[src/rtl/rx_pkg.sv]
// rx_pkg: shared receiver field widths and the peak event record type
package rx_pkg;

    localparam int RX_PEAK_W = 41;
    localparam int RX_SEQ_W  = 4;
    localparam int RX_TIME_W = 16;

    // 61-bit event record; the timestamp field is "ts" because "time" is a keyword
    typedef struct packed {
        logic signed [RX_PEAK_W-1:0] sample;
        logic [RX_SEQ_W-1:0]         seq;
        logic [RX_TIME_W-1:0]        ts;
    } rx_event_t;

endpackage

[src/rtl/rx_event_ram.sv]
// rx_event_ram: DEPTH x event register array, one sync write port, one async read port
module rx_event_ram
    import rx_pkg::*;
#(
    parameter int DEPTH = 8
) (
    input  logic                     crx_clk,
    input  logic                     we,
    input  logic [$clog2(DEPTH)-1:0] wr_addr,
    input  rx_event_t                wr_data,
    input  logic [$clog2(DEPTH)-1:0] rd_addr,
    output rx_event_t                rd_data
);

    rx_event_t mem [DEPTH];

    // write port; contents are deliberately not reset
    always_ff @(posedge crx_clk)
        if (we) mem[wr_addr] <= wr_data;

    assign rd_data = mem[rd_addr];

endmodule

[src/rtl/rx_event_fifo.sv]
// rx_event_fifo: first-word fall-through queue of correlation peak events
// Optional drop counter output o_drop_cnt is built when RX_EVT_DROP_CNT_EN is defined.
module rx_event_fifo
    import rx_pkg::*;
#(
    parameter int DEPTH = 8,
    parameter int LVL_W = $clog2(DEPTH) + 1
) (
    input  logic                        crx_clk,
    input  logic                        rrx_rst_n,
    input  logic                        erx_en,
    input  logic signed [RX_PEAK_W-1:0] i_sample,
    input  logic [RX_SEQ_W-1:0]         i_seq,
    input  logic [RX_TIME_W-1:0]        i_time,
    input  logic                        i_trigger,
    output logic signed [RX_PEAK_W-1:0] o_sample,
    output logic [RX_SEQ_W-1:0]         o_seq,
    output logic [RX_TIME_W-1:0]        o_time,
    output logic                        o_valid,
    input  logic                        i_ready,
    output logic [LVL_W-1:0]            o_level,
    output logic                        o_overflow,
`ifdef RX_EVT_DROP_CNT_EN
    output logic [7:0]                  o_drop_cnt,
`endif
    input  logic                        i_clr_ovf
);

    localparam int AW = $clog2(DEPTH);

    logic [AW-1:0]    wr_ptr, rd_ptr;
    logic [LVL_W-1:0] count;
    logic             ovf, full, push, pop, drop;
    rx_event_t        wr_evt, rd_evt, hold, shown;

    assign full    = count == LVL_W'(DEPTH);
    assign o_valid = count != '0;
    assign pop     = o_valid & i_ready;
    // a pop in the same cycle frees the slot, so a full queue still accepts the push
    assign push    = i_trigger & erx_en & (~full | pop);
    assign drop    = i_trigger & erx_en & full & ~pop;
    assign wr_evt  = {i_sample, i_seq, i_time};

    rx_event_ram #(.DEPTH(DEPTH)) u_ram (
        .crx_clk (crx_clk),
        .we      (push),
        .wr_addr (wr_ptr),
        .wr_data (wr_evt),
        .rd_addr (rd_ptr),
        .rd_data (rd_evt)
    );

    // pointers, occupancy and sticky overflow; a drop outranks a same-cycle clear
    always_ff @(posedge crx_clk or negedge rrx_rst_n)
        if (!rrx_rst_n) begin
            wr_ptr <= '0;
            rd_ptr <= '0;
            count  <= '0;
            ovf    <= 1'b0;
        end else if (!erx_en) begin
            wr_ptr <= '0;
            rd_ptr <= '0;
            count  <= '0;
            ovf    <= 1'b0;
        end else begin
            wr_ptr <= wr_ptr + AW'(push);
            rd_ptr <= rd_ptr + AW'(pop);
            count  <= count + LVL_W'(push) - LVL_W'(pop);
            ovf    <= drop | (ovf & ~i_clr_ovf);
        end

    // remember the last head shown so outputs hold while empty and read 0 out of reset
    always_ff @(posedge crx_clk or negedge rrx_rst_n)
        if (!rrx_rst_n) hold <= '0;
        else            hold <= shown;

    assign shown      = o_valid ? rd_evt : hold;
    assign o_sample   = shown.sample;
    assign o_seq      = shown.seq;
    assign o_time     = shown.ts;
    assign o_level    = count;
    assign o_overflow = ovf;

`ifdef RX_EVT_DROP_CNT_EN
    logic [7:0] drop_cnt;

    // saturating drop counter; a clear racing a drop leaves exactly that drop counted
    always_ff @(posedge crx_clk or negedge rrx_rst_n)
        if (!rrx_rst_n)                  drop_cnt <= '0;
        else if (!erx_en)                drop_cnt <= '0;
        else if (i_clr_ovf)              drop_cnt <= {7'd0, drop};
        else if (drop && drop_cnt != '1) drop_cnt <= drop_cnt + 8'd1;

    assign o_drop_cnt = drop_cnt;
`endif

endmodule
[config.mk]
export PLATFORM = sky130hd
export DESIGN_NAME = rx_event_fifo
export DESIGN_NICKNAME = d
export VERILOG_FILES = /design/src/rtl/rx_pkg.sv /design/src/rtl/rx_event_ram.sv /design/src/rtl/rx_event_fifo.sv
export SDC_FILE = /design/constraint.sdc
export NUM_CORES = 1
export LEC_CHECK = 0
export ABC_AREA = 1
export CAP_MARGIN = 20
export CORE_ASPECT_RATIO = 2
export CORE_MARGIN = 3
export CORE_UTILIZATION = 40
export CTS_CLUSTER_DIAMETER = 120
export CTS_CLUSTER_SIZE = 14
export DETAILED_ROUTE_END_ITERATION = 10
export GPL_TIMING_DRIVEN = 0
export HOLD_SLACK_MARGIN = 0.1
export SYNTH_ARGS = -nofsm -noshare
export SYNTH_HDL_FRONTEND = slang
export SYNTH_SLANG_ARGS = --single-unit
[constraint.sdc]
create_clock -name crx_clk -period 7.2 [get_ports crx_clk]
set_input_delay 1.08 -clock crx_clk [delete_from_list [all_inputs] [get_ports crx_clk]]
set_output_delay 1.08 -clock crx_clk [all_outputs]
set_load 0.05 [all_outputs]
==> summary.md <==
| Metric | Value |
|---|---|
| Die footprint | 61,500 um2 |
| PostCTS Resize Cnt | 0 |
| Top-count cell post-synth | nand2_1 |
| Mux share of post-synthesis cell area | 0% |
| Clock latency on the worst-skew pair | 0.58 ns |
| Post-Syn Nets | 2,289 |
| Synth Warn # | 0 |
| Sequential fraction of the synthesis area | 70.5% |
| Slew Limit Fails | 0 |
| Leak Pwr | 11.7 nW |
| First-pass GRT wire length | 96,500 um |
| Data arrival time of the worst path | 3.75 ns |
| Starting Density | 40.7% |
| Syn Area/Cell | 10.6 um2 |
| HP Class | primary input to asynchronous set/reset pin |
| Crit-path max cell delay | 0.75 ns |
| Post-synth top area share | 62.7% |
| Clock-pin transition on the worst setup and hold timing paths | 0.06 ns |
| DR WL/cell | 20.2 um |
| Cell family contributing the most delay on the critical path | buffers and inverters |
| Clk_skew | 0.0288 ns |
| Critical Path Sink Type | primary output |
| Worst hold slack after final layout | 0.469 ns |
| Antenna violations before repair | 6 |
| Boundary Pins | 134 |
| P_sw | 4.35 mW |
| Slowest cell on crit path | clkdlybuf4s50_1 |
| CP startpoint kind | flop |
| Hold Vio Cnt, Final | 0 |
| Dpl hpwl | 43,600 um |
| Post-synth ARST share | 12.9% |
| PwrDens | 386 nW/um2 |
| Comb power frac | 41.2% |
| Port Buffers | 133 |
| Max-Cap Viols | 0 |
| Routed vias/inst | 4.97 |
| Final ANT Viol Nets | 0 |
| Share of cells above drive strength 1 | 6.17% |
| RSZ-0062 raised after global routing | false |
| Area contributors post-synth | edfxtp_1, nand2_1, nand3_1, dfrtp_1, inv_1 |
| Final TNS setup | 0 ns |
| H-tree depth | 2 |
| FMAX | 207 MHz |
| Netlist cell types | 20 |
| Drt total wl | 65,000 um |
| CTS buffer count | 45 |
| Overall Global Routing Usage | 20.9% |
| Length of the first detailed-routing pass in iterations | 7 |
| Crit Path Class | flop to primary output |
| Global route total overflow | 0 |
| Clock sink total | 560 |
| Die Y | 348 um |
| Internal | 6.23 mW |
| Area Overhead vs Synth | 17.4% |
| Status | complete, no violations |
| Core ar. | 57,400 um2 |
| Rows | 124 |
| Tcrit/Tclk final | 67.1% |
| Post-synth top cells | nand2_1, edfxtp_1, inv_1, nand3_1, dfrtp_1 |
| Critical Path Fanout Max | 10 |
| Root Driver | clkbuf_16 |
| Adder-cell area share of the yosys netlist | 0.514% |
| Via count | 16,000 |
| CP required | 6.12 ns |
| Chip width | 177 um |
| Yosys reg bits | 560 |
| Cell area after synthesis | 23,400 um2 |
| Slew HR | 40.3% |
| Minimum clock period | 4.83 ns |
| Nets | 2,488 |
| Vias in the first global route | 16,500 |
| Most used cell, CP | nand2_1 |
| Sw Share | 41.1% |
| Post-Synth Simple-Gate Area | 20.4% |
| Setup violators final | 0 |
| Worst-path cell chain | inv_1 > ha_1 > nand2_1 > clkinv_1 > buf_2 > nand2_1 > nand2_1 > clkdlybuf4s50_1 |
| Largest family of logic cells by synthesized area | simple AND/OR/NAND/NOR gates |
| Largest net degree at the start of global routing | 40 |
| CTS Hold Bufs | 0 |
| Xor/xnor share of the synthesized area | 0% |
| TritonCTS clock tree | yes |
| Leading area contributor after synthesis | edfxtp_1 |
| Compound-Gate Fraction of Synth Area | 0.182% |
| Number of synthesized flops with an enable pin | 488 |
| Post-Syn Instances | 2,213 |
| Residual DRC | 0 |
| Main flop type after synthesis | edfxtp_1 |
| Worst path bufs/invs | 4 |
| Bufs on Longest Clock Path | 3 |
| Routability cong. | 0.815 |
| Sequential Power Share | 36.6% |
| Clock power share | 22.2% |
| Post-CTS Setup Repair Bufs | 0 |
| Worst slew pin tran | 0.894 ns |
| DR iter-0 viols | 1,334 |
| Peak supply drop | 305 uV |
[path summary, 6_finish.rpt]
| kind | start | end | slack (ns) | cells after the start |
|---|---|---|---|---|
| setup / recovery | o_level[2] | o_sample[6] | 2.37 | 8 |
| hold / removal | rrx_rst_n | o_level[2] | 0.47 | 1 |
| setup reg to reg | o_level[2] | u_ram.mem[0][29] | 3.71 | 9 |
| hold reg to reg | hold[35] | hold[35] | 0.47 | 2 |
| max in group asynchronous | rrx_rst_n | hold[29] | 6.06 | 2 |
| min in group crx_clk | hold[35] | hold[35] | 0.47 | 2 |
[area by class of cell]
type,instances,area (um2)
Tap cell,756,946
Sequential cell,560,16500
Fill cell,5263,30000
Clock inverter,1,8.76
Buffer,108,522
Clock buffer,83,1310
Inverter,384,1440
Timing Repair Buffer,152,1730
Antenna cell,5,12.5
Multi-Input combinational cell,1161,5000
[per-layer routing]
metal	vias up	routed length [um]	GRT usage, %	share of wire [%]
met5	-	13	0	0.020
met4	2	2480	9.02	3.8
met3	158	3760	3.37	5.8
met2	555	35300	39.5	54
met1	7735	23400	22.8	36
li1	7511	-	-	-
[registers in the layout, indices dropped and copies added (netlist names)]
name,flops
u_ram.mem,488
wr_ptr,3
o_overflow,1
hold,61
o_level,4
rd_ptr,3
[cell usage in the layout, fill, tap and decap left out, types with 2 or more instances in the layout]
cell,n
nand2_1,752
edfxtp_1,488
inv_1,380
nand3_1,375
clkdlybuf4s50_1,132
dfrtp_1,72
buf_2,63
clkbuf_1,60
clkbuf_16,47
buf_12,16
buf_1,12
nor2_1,10
buf_4,9
nor2_4,8
ha_1,8
diode_2,5
buf_16,3
inv_2,2
o21ai_0,2
clkinv_1,2
a21oi_1,2
[power by group through the flow]
stage          logic [mW]  clock network [mW]  registers (mW)
6_report             4.36                2.35            3.87
2_1_floorplan        2.69                   0            3.97
4_1_cts              4.41                2.40            3.87
3_3_place_gp         4.33                   0            3.95
5_1_grt              4.66                2.50            3.89
3_5_place_dp         4.39                   0            3.94
[metrics by stage]
| stage | setup slack (ns) | power (mW) | area (um2) | instances | utilization, % |
|---|---|---|---|---|---|
| 2_1_floorplan | 2.65 | 6.66 | 23400 | 2213 | - |
| 5_1_grt | 2.22 | 11.1 | 27400 | 3207 | 47.8 |
| 4_1_cts | 2.32 | 10.7 | 27400 | 3205 | 47.8 |
| 3_3_place_gp | -0.641 | 8.28 | 25600 | 3102 | 44.7 |
| 6_report | 2.37 | 10.6 | 27400 | 3210 | 47.8 |
| 3_5_place_dp | 2.97 | 8.34 | 26100 | 3121 | 45.5 |
[cell families after synthesis]
family,Yosys count
buf+inv,492
fa+ha+maj,9
flops,560
simple gates,1146
compound gates,6
Note: power is estimated with default switching activity, not from simulation.
